<file path="config.mk">
export PLATFORM = sky130hd
export DESIGN_NAME = ej32_fetch
export DESIGN_NICKNAME = d
export VERILOG_FILES = /design/src/rtl/ej32_pkg.sv /design/src/rtl/ej32_oplen.sv /design/src/rtl/ej32_fetch.sv
export SDC_FILE = /design/constraint.sdc
export NUM_CORES = 1
export LEC_CHECK = 0
export ABC_CLOCK_PERIOD_IN_PS = 8000
export CAP_MARGIN = 10
export CORE_UTILIZATION = 25
export DETAILED_ROUTE_END_ITERATION = 16
export GPL_ROUTABILITY_DRIVEN = 0
export PLACE_DENSITY_LB_ADDON = 0.3
export SLEW_MARGIN = 10
export SYNTH_ARGS = -nofsm -noshare
export SYNTH_HDL_FRONTEND = slang
export SYNTH_SLANG_ARGS = --single-unit
export TNS_END_PERCENT = 50
</file>
<file path="constraint.sdc">
create_clock -name clk -period 8 [get_ports clk]
set_input_delay 1.6 -clock clk [delete_from_list [all_inputs] [get_ports clk]]
set_output_delay 1.6 -clock clk [all_outputs]
set_load 0.02 [all_outputs]
</file>
<file path="src/rtl/ej32_pkg.sv">
// Shared eJ32 types: opcodes, stack ops, fetch FSM states and per-opcode length tables.
// Pure declarations and combinational helper functions; no state.
package ej32_pkg;

  typedef enum logic [7:0] {
    nop           = 8'h00,
    iconst_0      = 8'h03,
    dup           = 8'h59,
    iadd          = 8'h60,
    isub          = 8'h64,
    ifeq          = 8'h99,
    ifne          = 8'h9A,
    iflt          = 8'h9B,
    ifge          = 8'h9C,
    ifgt          = 8'h9D,
    ifle          = 8'h9E,
    if_icmpeq     = 8'h9F,
    if_icmpne     = 8'hA0,
    if_icmplt     = 8'hA1,
    if_icmpge     = 8'hA2,
    if_icmpgt     = 8'hA3,
    if_icmple     = 8'hA4,
    goto          = 8'hA7,
    jsr           = 8'hA8,
    invokevirtual = 8'hB6,
    donext        = 8'hCB
  } opcode_t;

  typedef enum logic [1:0] {
    sNONE,
    sPUSH,
    sPOP
  } stack_op;

  typedef enum logic [1:0] {
    sIDLE,
    sFETCH,
    sEXEC
  } fetch_state_t;

  // Cycles spent in sEXEC per opcode (1..8); anything not listed is single-cycle.
  function automatic logic [3:0] op_len(input opcode_t op);
    case (op)
      goto, ifeq, ifne, iflt, ifge, ifgt, ifle,
      if_icmpeq, if_icmpne, if_icmplt, if_icmpge, if_icmpgt, if_icmple,
      invokevirtual, donext:  op_len = 4'd3;
      jsr:                    op_len = 4'd4;
      default:                op_len = 4'd1;
    endcase
  endfunction

  // Inline operand bytes consumed, i.e. phases in which p advances.
  function automatic logic [2:0] op_bytes(input opcode_t op);
    case (op)
      goto, ifeq, ifne, iflt, ifge, ifgt, ifle,
      if_icmpeq, if_icmpne, if_icmplt, if_icmpge, if_icmpgt, if_icmple,
      invokevirtual, donext, jsr: op_bytes = 3'd2;
      default:                    op_bytes = 3'd0;
    endcase
  endfunction

endpackage

</file>
<file path="src/rtl/ej32_oplen.sv">
// Combinational opcode table lookup: last phase index (N-1) and operand byte count.
// Zero latency, no flow control.
module ej32_oplen
  import ej32_pkg::*;
(
  input  opcode_t    code_i,
  output logic [2:0] last_o,
  output logic [2:0] bytes_o
);

  logic [3:0] len;

  always_comb begin
    len     = op_len(code_i);
    last_o  = (len == 4'd0) ? 3'd0 : 3'(len - 4'd1);
    bytes_o = op_bytes(code_i);
  end

endmodule

</file>
<file path="src/rtl/ej32_fetch.sv">
// eJ32 instruction fetch: walks the byte stream, tracks opcode/phase, applies branch redirects.
// Opcode latched one edge after its byte is presented; en=0 freezes all state.
module ej32_fetch
  import ej32_pkg::*;
#(
  parameter int DSZ = 32,
  parameter int ASZ = 17
) (
  input  logic           clk,
  input  logic           rst,
  input  logic           en,
  input  logic [7:0]     mem_data,
  input  logic           br_psel_i,
  input  logic [ASZ-1:0] br_p_i,
  output logic [ASZ-1:0] p_o,
  output opcode_t        code_o,
  output logic [2:0]     phase_o,
  output logic [7:0]     data_o,
  output logic           fetch_o
);

  if (DSZ < 8) begin : g_dsz_chk
    $error("ej32_fetch: DSZ must be at least one byte wide");
  end

  fetch_state_t   state_q, state_d;
  logic [ASZ-1:0] p_q, p_d;
  opcode_t        code_q, code_d;
  logic [2:0]     phase_q, phase_d;
  logic [2:0]     last;
  logic [2:0]     bytes;
  logic           exec_last;

  ej32_oplen u_oplen (
    .code_i  (code_q),
    .last_o  (last),
    .bytes_o (bytes)
  );

  assign exec_last = (phase_q >= last);

  always_ff @(posedge clk or negedge rst) begin
    if (!rst) begin
      state_q <= sIDLE;
      p_q     <= '0;
      code_q  <= nop;
      phase_q <= '0;
    end else if (en) begin
      state_q <= state_d;
      p_q     <= p_d;
      code_q  <= code_d;
      phase_q <= phase_d;
    end
  end

  always_comb begin
    state_d = state_q;
    p_d     = p_q;
    code_d  = code_q;
    phase_d = phase_q;
    unique case (state_q)
      sIDLE: state_d = sFETCH;
      sFETCH: begin
        code_d  = opcode_t'(mem_data);
        p_d     = p_q + ASZ'(1);
        phase_d = 3'd0;
        state_d = sEXEC;
      end
      sEXEC: begin
        // A redirect wins over both operand stepping and the next-opcode latch.
        if (br_psel_i) begin
          p_d     = br_p_i;
          phase_d = 3'd0;
          code_d  = nop;
          state_d = sFETCH;
        end else if (!exec_last) begin
          phase_d = phase_q + 3'd1;
          if (phase_q < bytes) p_d = p_q + ASZ'(1);
        end else begin
          code_d  = opcode_t'(mem_data);
          phase_d = 3'd0;
          p_d     = p_q + ASZ'(1);
        end
      end
      default: state_d = sIDLE;
    endcase
  end

  always_comb begin
    p_o     = p_q;
    code_o  = code_q;
    phase_o = phase_q;
    data_o  = mem_data;
    fetch_o = en && ((state_q == sFETCH) ||
                     ((state_q == sEXEC) && !br_psel_i && exec_last));
  end

endmodule

</file>
== Word level (Yosys, flattened, before mapping) ==
Cells that the tools add are included.
Storage, ports and cells
  logic and storage cells: 59
  input bits: 29
  register bits: 30
  output and inout bits: 37
Operators by class
  multiplexer cells: 15
  eq/ne operators: 21
  reductions and logical operators: 14
  order comparisons: 2
  add/sub/neg operators: 3
Operator list (count)
  8-bit equality test, second input constant: 16
  17-bit 2-to-1 mux: 3
  17-bit case mux with 2 select lines: 1
  17-bit by 1-bit adder with 17-bit output, second input constant: 1
  8-bit 2-to-1 mux: 2
  8-bit case mux with 2 select lines: 1
  16-bit OR reduction: 1
  15-bit OR reduction: 1
  3-bit case mux with 2 select lines: 2
  3-bit 2-to-1 mux: 3
  2-bit case mux with 3 select lines: 1
  3-bit AND reduction: 2
  4-bit logical NOT: 1
  2-bit 2-to-1 mux: 2
  4-bit inequality test, second input constant: 1
  2-bit AND reduction: 2
  3-bit by 1-bit adder with 3-bit output, second input constant: 1
  3-bit greater-or-equal comparator: 1
  1-bit logical AND: 3
  3-bit less-than comparator: 1
  3-bit inequality test, second input constant: 1
  3-bit by 1-bit subtractor with 3-bit output, second input constant: 1
  2-bit by 1-bit equality test with 1-bit output, second input constant: 1
  2-bit equality test, second input constant: 1
  other kinds (5): 5

== Longest topological paths before layout ==
Gate-level depths: netlist of the first run.
  word-level depth: 9
  mapped depth: 13
  mapped depth without buffers: 10

== Modules after synthesis ==
A second synthesis of the first run with hierarchy kept.
Unflattened totals
  cell total of the unflattened synthesis: 263
  area total of the unflattened synthesis: 2282.2 um2
By module, submodules not included
  ej32_fetch: area each 2123.3 um2, cells an instance 240, times used 1, seq. area each 750.7 um2
  ej32_oplen: area each 158.9 um2, cells an instance 23, times used 1, seq. area each 0.0 um2

== Least setup slack after synthesis of the first run ==
No wires, ideal clock.
  path kind: input-to-output
  start: input port br_psel_i
  end: output port fetch_o
  buffers on the path: 0
  arrival: 2.176 ns
  path slack: 4.224 ns
  stages on the path: 3
  data required time: 6.400 ns
  cells stage by stage: and2b_1 > a21oi_1 > nor2b_1
On the way
  word-level cells in the longest chain between the ends: 5
RTL lines
  start: declaration: RTL line ej32_fetch.sv:13  | input logic br_psel_i,
  1-bit logical NOT: RTL line ej32_fetch.sv:95  | ((state_q == sEXEC) && !br_psel_i && exec_last));
  1-bit logical AND (2 in a row): RTL line ej32_fetch.sv:95
  1-bit logical OR: RTL line ej32_fetch.sv:94  | fetch_o = en && ((state_q == sFETCH) ||
  1-bit logical AND: RTL line ej32_fetch.sv:94
  end: declaration: RTL line ej32_fetch.sv:19  | output logic fetch_o
No other way between the ends.

== Final worst setup path of the first run ==
Ends and elaborated chain as after synthesis.

==> summary.md, run 1 <==
| Metric | Value |
|---|---|
| Lkg Pwr | 0.00127 uW |
| Post-route ant nets | 0 |
| Largest cells by area after synthesis | dfrtp_1 (36%), nand2_1 (8.4%), o21ai_0 (6.4%) |
| Async SR Flop Fraction | 100% |
| Vias | 1,957 |
| TNS Setup | 0 ns |
| Layout cells sized above 1 | 7.52% |
| Die ar. | 8810 um2 |
| Die Span X | 93.9 um |
| GRT Total Usage | 13.5% |
| Post-Syn Instances | 249 |
| Design Power | 1000 uW |
| Final hold violations | 0 |
| Synth Area per Inst | 8.47 um2 |
| Seq cells post-synth | 30 |
| Largest net degree at the start of global routing | 47 |
| Final Cycle Share | 58.3% |
| Hold_buf cts | 0 |
| Post-Syn Area | 2110 um2 |
| Worst-path clk slew | 0.07 ns |
| Multi-input gate area | 1160 um2 |
| CP Launch Type | input pin |
| Root Buffer | clkbuf_8 |
| Clk buf depth | 2 |
| Highest clock rate | 0.214 GHz |
| CP required | 6.40 ns |
| Number of setup buffers added after CTS | 0 |
| CTS tree | done |
| # Max-Cap Violations | 0 |
| First-pass GRT wire length | 9360 um |
| PwrDens | 347 nW/um2 |
| Worst stage delay on the critical path | 0.60 ns |
| Most frequent cell after synthesis | nand2_1 |
| Hold/Removal Path Class | flop to flop |
| Max FO, Critical Path | 3 |
| Max H-tree Level | 2 |
| CP arrival | 3.06 ns |
| Initial antenna violation count | 0 |
| Worst-skew pair later-pin latency | 0.28 ns |
| Die Ht | 93.9 um |
| Syn Nets | 288 |
| Fin crit period | 4.66 ns |
| Worst-margin pin slew | 1.03 ns |
| Final Util | 35.2% |
| CORE AREA | 8180 um2 |
| DR iter-0 viols | 85 |
| Fillers | 882 |
| GRT Residual Overflow | 0 |
| Boundary Pins | 66 |
| DRC viols | 2 |
| Antenna cell count | 0 |
| Synth cell types | 45 |
| Violated checks | design-rule violations |
| Final WL | 5530 um |
| Peak VDD IR | 0.125 mV |
| EDFF count, synth | 0 |
| Via density | 4.76 |
| Commonest cells in the netlist | nand2_1 (47), dfrtp_1 (30), o21ai_0 (27) |
| Type of destination of the critical path | output port |
| Yosys top cell area share | 35.6% |
| Dominant cell type by area after synthesis | dfrtp_1 |
| Status | finished, violations left |
| Max-slew headroom | 31.0% |
| Max-slew violations | 0 |
| Final setup fails | 0 |
| Final Skew | 0.00724 ns |
| Area occupied by registers | 751 um2 |
| Critical path class | input pin to output port |
| P&R area growth vs syn | 36.6% |
| Predominant post-synthesis flop cell | dfrtp_1 |
| Layout Nets | 344 |
| CTS buffer count | 5 |
| CP most frequent cell | clkdlybuf4s50_1 |
| First-pass DRT Iterations | 10 |
| Ys Warns | 0 |
| Initial core utilization | 25.8% |
| Register area share after synthesis | 35.6% |
| Critical Path, Cell by Cell | clkdlybuf4s50_1 > and2b_1 > a21oi_1 > nor2b_1 > clkdlybuf4s50_1 |
| Drt wl/cell | 13.4 um |
| Fin Hold WS | 0.550 ns |
| Final HPWL DP | 4010 um |
| Vias in the first global route | 1,931 |
| Post-CTS resize count | 0 |
| Std cell rows | 33 |
| PortBufs | 65 |
| CTS sink cnt | 30 |
| Critical path's slowest cell | clkdlybuf4s50_1 |
| Unrepaired setup endpoints after global routing | no |
[power breakdown]
group	leakage (uW)	internal [uW]	total (uW)	switching [uW]
Sequential	0.000353	219	303	84.3
Clock	0.0000482	69.4	127	57.3
Combinational	0.000873	258	571	313
[cell type report]
cell class / instances / area share, %
multi-input cells: 180 / 40.3
well taps: 105 / 4.56
clock buffers: 7 / 3.00
repair buffers: 68 / 23.4
inverters: 20 / 2.61
clock inverters: 1 / 0.174
flip-flops and latches: 30 / 26.1
[path summary, 6_finish.rpt]
kind	start	end	slack [ns]	cells past startpoint
max in group asynchronous	rst	code_o[0]	5.98	2
max reg2reg	code_o[0]	p_o[2]	4.42	9
min in group asynchronous	rst	p_o[15]	1.71	2
min	p_o[16]	p_o[16]	0.55	2
min reg2reg	p_o[16]	p_o[16]	0.55	2
max	br_psel_i	fetch_o	3.34	5
[cell families after synthesis]
logic type / Yosys count / share of synthesized area [%]
buf+inv: 39 / 9.43
simple gates: 91 / 21.6
flops: 30 / 35.6
fa+ha+maj: 10 / 5.93
mux: 2 / 1.07
other cells: 1 / 0.178
compound gates: 76 / 26.2
[layer usage]
metal	wire (um)	share of wire, %	track usage [%]	vias up
met4	53	0.96	3.85	0
li1	-	-	-	1005
met5	0	0	0	-
met1	2780	50	19.1	903
met3	210	3.8	2.91	5
met2	2480	45	20.6	44
[worst max-delay path: cells and delay by family]
family                 cells  cell delay, ns
AOI/OAI and AO/OA          1            0.08
buffers and inverters      2            1.04
and+or+nand+nor            2            0.35
[stage by stage]
step / cells / instance area [um2] / worst slack, ns
6_report: 411 / 2880 / 3.34
5_1_grt: 411 / 2880 / 3.28
4_1_cts: 410 / 2870 / 3.33
3_5_place_dp: 402 / 2780 / 3.35
3_3_place_gp: 402 / 2780 / 3.36
2_1_floorplan: 249 / 2110 / 4.22
[state kept, by name (all words and copies together) (netlist names)]
| name | cells |
|---|---|
| state_q | 2 |
| code_o | 8 |
| p_o | 17 |
| phase_o | 3 |
[cells in the final DEF (no fill, tap or decap), types with 6 or more instances in the layout]
| cell | netlist | routed |
|---|---|---|
| clkbuf_8 | 0 | 6 |
| nand3_1 | 6 | 6 |
| nand2_1 | 47 | 47 |
| nor2_1 | 6 | 6 |
| o22ai_1 | 12 | 12 |
| dfrtp_1 | 30 | 30 |
| a22oi_2 | 9 | 9 |
| o21ai_0 | 27 | 27 |
| clkdlybuf4s50_1 | 0 | 65 |
| a21oi_1 | 6 | 6 |
| ha_1 | 10 | 10 |
| inv_1 | 20 | 20 |
Power figures use the tool's default switching activity.
==> inputs of run 2 (changes only) <==
--- a/config.mk
+++ b/config.mk
@@ -5,7 +5,7 @@
 export SDC_FILE = /design/constraint.sdc
 export NUM_CORES = 1
 export LEC_CHECK = 0
-export ABC_CLOCK_PERIOD_IN_PS = 8000
+export ABC_CLOCK_PERIOD_IN_PS = 4430
 export CAP_MARGIN = 10
 export CORE_UTILIZATION = 25
 export DETAILED_ROUTE_END_ITERATION = 16
==> constraint.sdc (replaced) <==
create_clock -name clk -period 4.43 [get_ports clk]
set_input_delay 0.886 -clock clk [delete_from_list [all_inputs] [get_ports clk]]
set_output_delay 0.886 -clock clk [all_outputs]
set_load 0.02 [all_outputs]
==> run 2 against run 1 <==
The flow still finishes with violations (design-rule violations). Worst setup slack got worse by 2.6 ns. Largest cell class unchanged. Register-to-register slack got worse by 3.2 ns. Sequential power increased by 81%. Worst hold slack improved by 0.0014 ns. Die area unchanged. Combinational power increased by 80%. Clock power increased by 85%. First-iteration DRC count increased by 33%. Flip-flop and latch count unchanged. Via count decreased by 0.15%. Total power increased by 81%.
==> summary.md, run 2 (same netlist as run 1, synthesis figures left out) <==
| Metric | Value |
|---|---|
| Status | finished, violations left |
| Violated checks | design-rule violations |
| Final HPWL DP | 3950 um (-1.5%) |
| Critical Path, Cell by Cell | or4bb_1 > nand2_1 > a31oi_1 > ha_1 > nand2_1 > o21ai_0 > a21oi_1 > nor2b_1 > clkdlybuf4s50_1 |
| CTS tree | done |
| Root Buffer | clkbuf_8 |
| Delay-heaviest family, CP | simple AND/OR/NAND/NOR gates |
| Design Power | 1810 uW (+81%) |
| Number of setup buffers added after CTS | 0 (unchanged) |
| GRT Total Usage | 12.9% (-0.63 points) |
| Post-route ant nets | 0 (unchanged) |
| Fin crit period | 3.65 ns |
| PwrDens | 627 nW/um2 (+80%) |
| # Max-Cap Violations | 0 (unchanged) |
| Worst stage delay on the critical path | 0.60 ns (about the same) |
| CORE AREA | 8180 um2 (unchanged) |
| Max-slew violations | 0 (unchanged) |
| Die Span X | 93.9 um (unchanged) |
| Final Skew | 0.00581 ns (-0.00142 ns) |
| Layout cells sized above 1 | 8.14% (+0.63 points) |
| First-pass DRT Iterations | 10 (unchanged) |
| Layout Nets | 345 (+0.29%) |
| Worst-margin pin slew | 1.01 ns (-0.0258 ns) |
| P&R area growth vs syn | 37.1% |
| Worst setup margin | 0.783 ns (-2.55 ns) |
| Max FO, Critical Path | 7 (+4) |
| PortBufs | 65 (unchanged) |
| Hold/Removal Path Class | flop to flop |
| Max H-tree Level | 2 (unchanged) |
| Placed cell area | 2800 um2 (+0.54%) |
| CTS buffer count | 5 (unchanged) |
| Critical path's slowest cell | clkdlybuf4s50_1 |
| Commonest non-fill, non-tap cell in the layout | clkdlybuf4s50_1 |
| Die Ht | 93.9 um (unchanged) |
| Worst-path clk slew | 0.07 ns (about the same) |
| Count of non-filler cells in the finished layout | 412 (+0.24%) |
| Final Cycle Share | 82.3% |
| CP required | 3.54 ns (-2.86 ns) |
| Clk buf depth | 2 (unchanged) |
| First-pass GRT wire length | 8910 um (-4.8%) |
| Max-slew headroom | 32.4% (+1.4 points) |
| Post-CTS resize count | 0 (unchanged) |
| Die ar. | 8810 um2 (unchanged) |
| Cell area after layout | 2890 um2 (+0.39%) |
| Type of destination of the critical path | output port |
| Final hold violations | 0 (unchanged) |
| Critical path class | flop to output port |
| DRC viols | 2 (unchanged) |
| Antenna cell count | 0 (unchanged) |
| Via density | 4.74 (-0.40%) |
| Vias | 1,954 (-0.15%) |
| Std cell rows | 33 (unchanged) |
| Peak VDD IR | 0.221 mV (+78%) |
| Placed Cells | 404 (+0.50%) |
| Max reg flops | 17 (unchanged) |
| Final WL | 5470 um (-1.1%) |
| Drt wl/cell | 13.3 um (-1.3%) |
| DR iter-0 viols | 113 (+33%) |
| Largest net degree at the start of global routing | 31 (-34%) |
| Commonest non-fill, non-tap cells in the layout | clkdlybuf4s50_1 (65), nand2_1 (47), dfrtp_1 (30) |
| Final setup fails | 0 (unchanged) |
| TNS Setup | 0 ns (unchanged) |
| Initial core utilization | 25.8% (unchanged) |
| Hold_buf cts | 0 (unchanged) |
| GRT Residual Overflow | 0 (unchanged) |
| Worst Path Buf+Inv | 1 (-1) |
| CTS sink cnt | 30 (unchanged) |
| Lkg Pwr | 0.00128 uW (+0.41%) |
| Place WS | 1.03 ns (-2.32 ns) |
| Unrepaired setup endpoints after global routing | no |
| Initial antenna violation count | 0 (unchanged) |
| Boundary Pins | 66 (unchanged) |
| CP arrival | 2.76 ns (-0.30 ns) |
| Worst-skew pair later-pin latency | 0.28 ns (about the same) |
| CP Launch Type | flop |
| CP most frequent cell | nand2_1 |
| Vias in the first global route | 1,805 (-6.5%) |
| Highest clock rate | 0.274 GHz |
run 2: cell count changes in the layout (fill, tap and decap cells not counted):
cell and change:
clkbuf_1 -1, clkinvlp_4 +1, buf_4 +1
run 2: worst register-to-register path: stages, from the launching register on:
cell and delay, ns:
dfrtp_1 0.45, or4bb_1 0.51, nand2_1 0.10, a31oi_1 0.10
ha_1 0.28, nand2_1 0.06, o211ai_1 0.35, a32o_1 0.20
buf_4 0.22, or2_1 0.60, a22oi_1 0.20
run 2: layout make-up:
type | instances | area [um2]
Fill cell | 865 | 5280
Multi-Input combinational cell | 180 | 1160
Sequential cell | 30 | 751
Timing Repair Buffer | 69 | 681
Tap cell | 105 | 131
Clock buffer | 6 | 82.6
Inverter | 20 | 75.1
Clock inverter | 2 | 12.5
run 2: final timing paths:
check	start	endpoint	slack [ns]	cells past startpoint
max in group asynchronous	rst	phase_o[2]	3.13	2
min in group asynchronous	rst	state_q[1]	1.00	2
worst max register to register	code_o[0]	p_o[11]	1.19	10
worst min register to register	code_o[4]	code_o[4]	0.55	2
worst max-delay path	code_o[0]	fetch_o	0.78	9
worst min-delay path	code_o[4]	code_o[4]	0.55	2
run 2: per-layer routing:
metal	global-route usage [%]	wire, um	up-vias	share of wire, %
li1	-	-	1000	-
met1	18.4	2800	906	51
met2	18.9	2380	43	44
met3	3.16	231	5	4.2
met4	3.97	53	0	0.97
met5	0	0	-	0
run 2: stage by stage:
stage	hold WS, ns	util [%]
2_1_floorplan	0.533	-
3_3_place_gp	0.540	34.2
3_5_place_dp	0.548	34.2
4_1_cts	0.564	35.4
5_1_grt	0.585	35.4
6_report	0.551	35.4
run 2: report_power, final:
part	internal (uW)	switching [uW]
clock	125	110
sequential	395	152
combinational	468	563
total	987	826
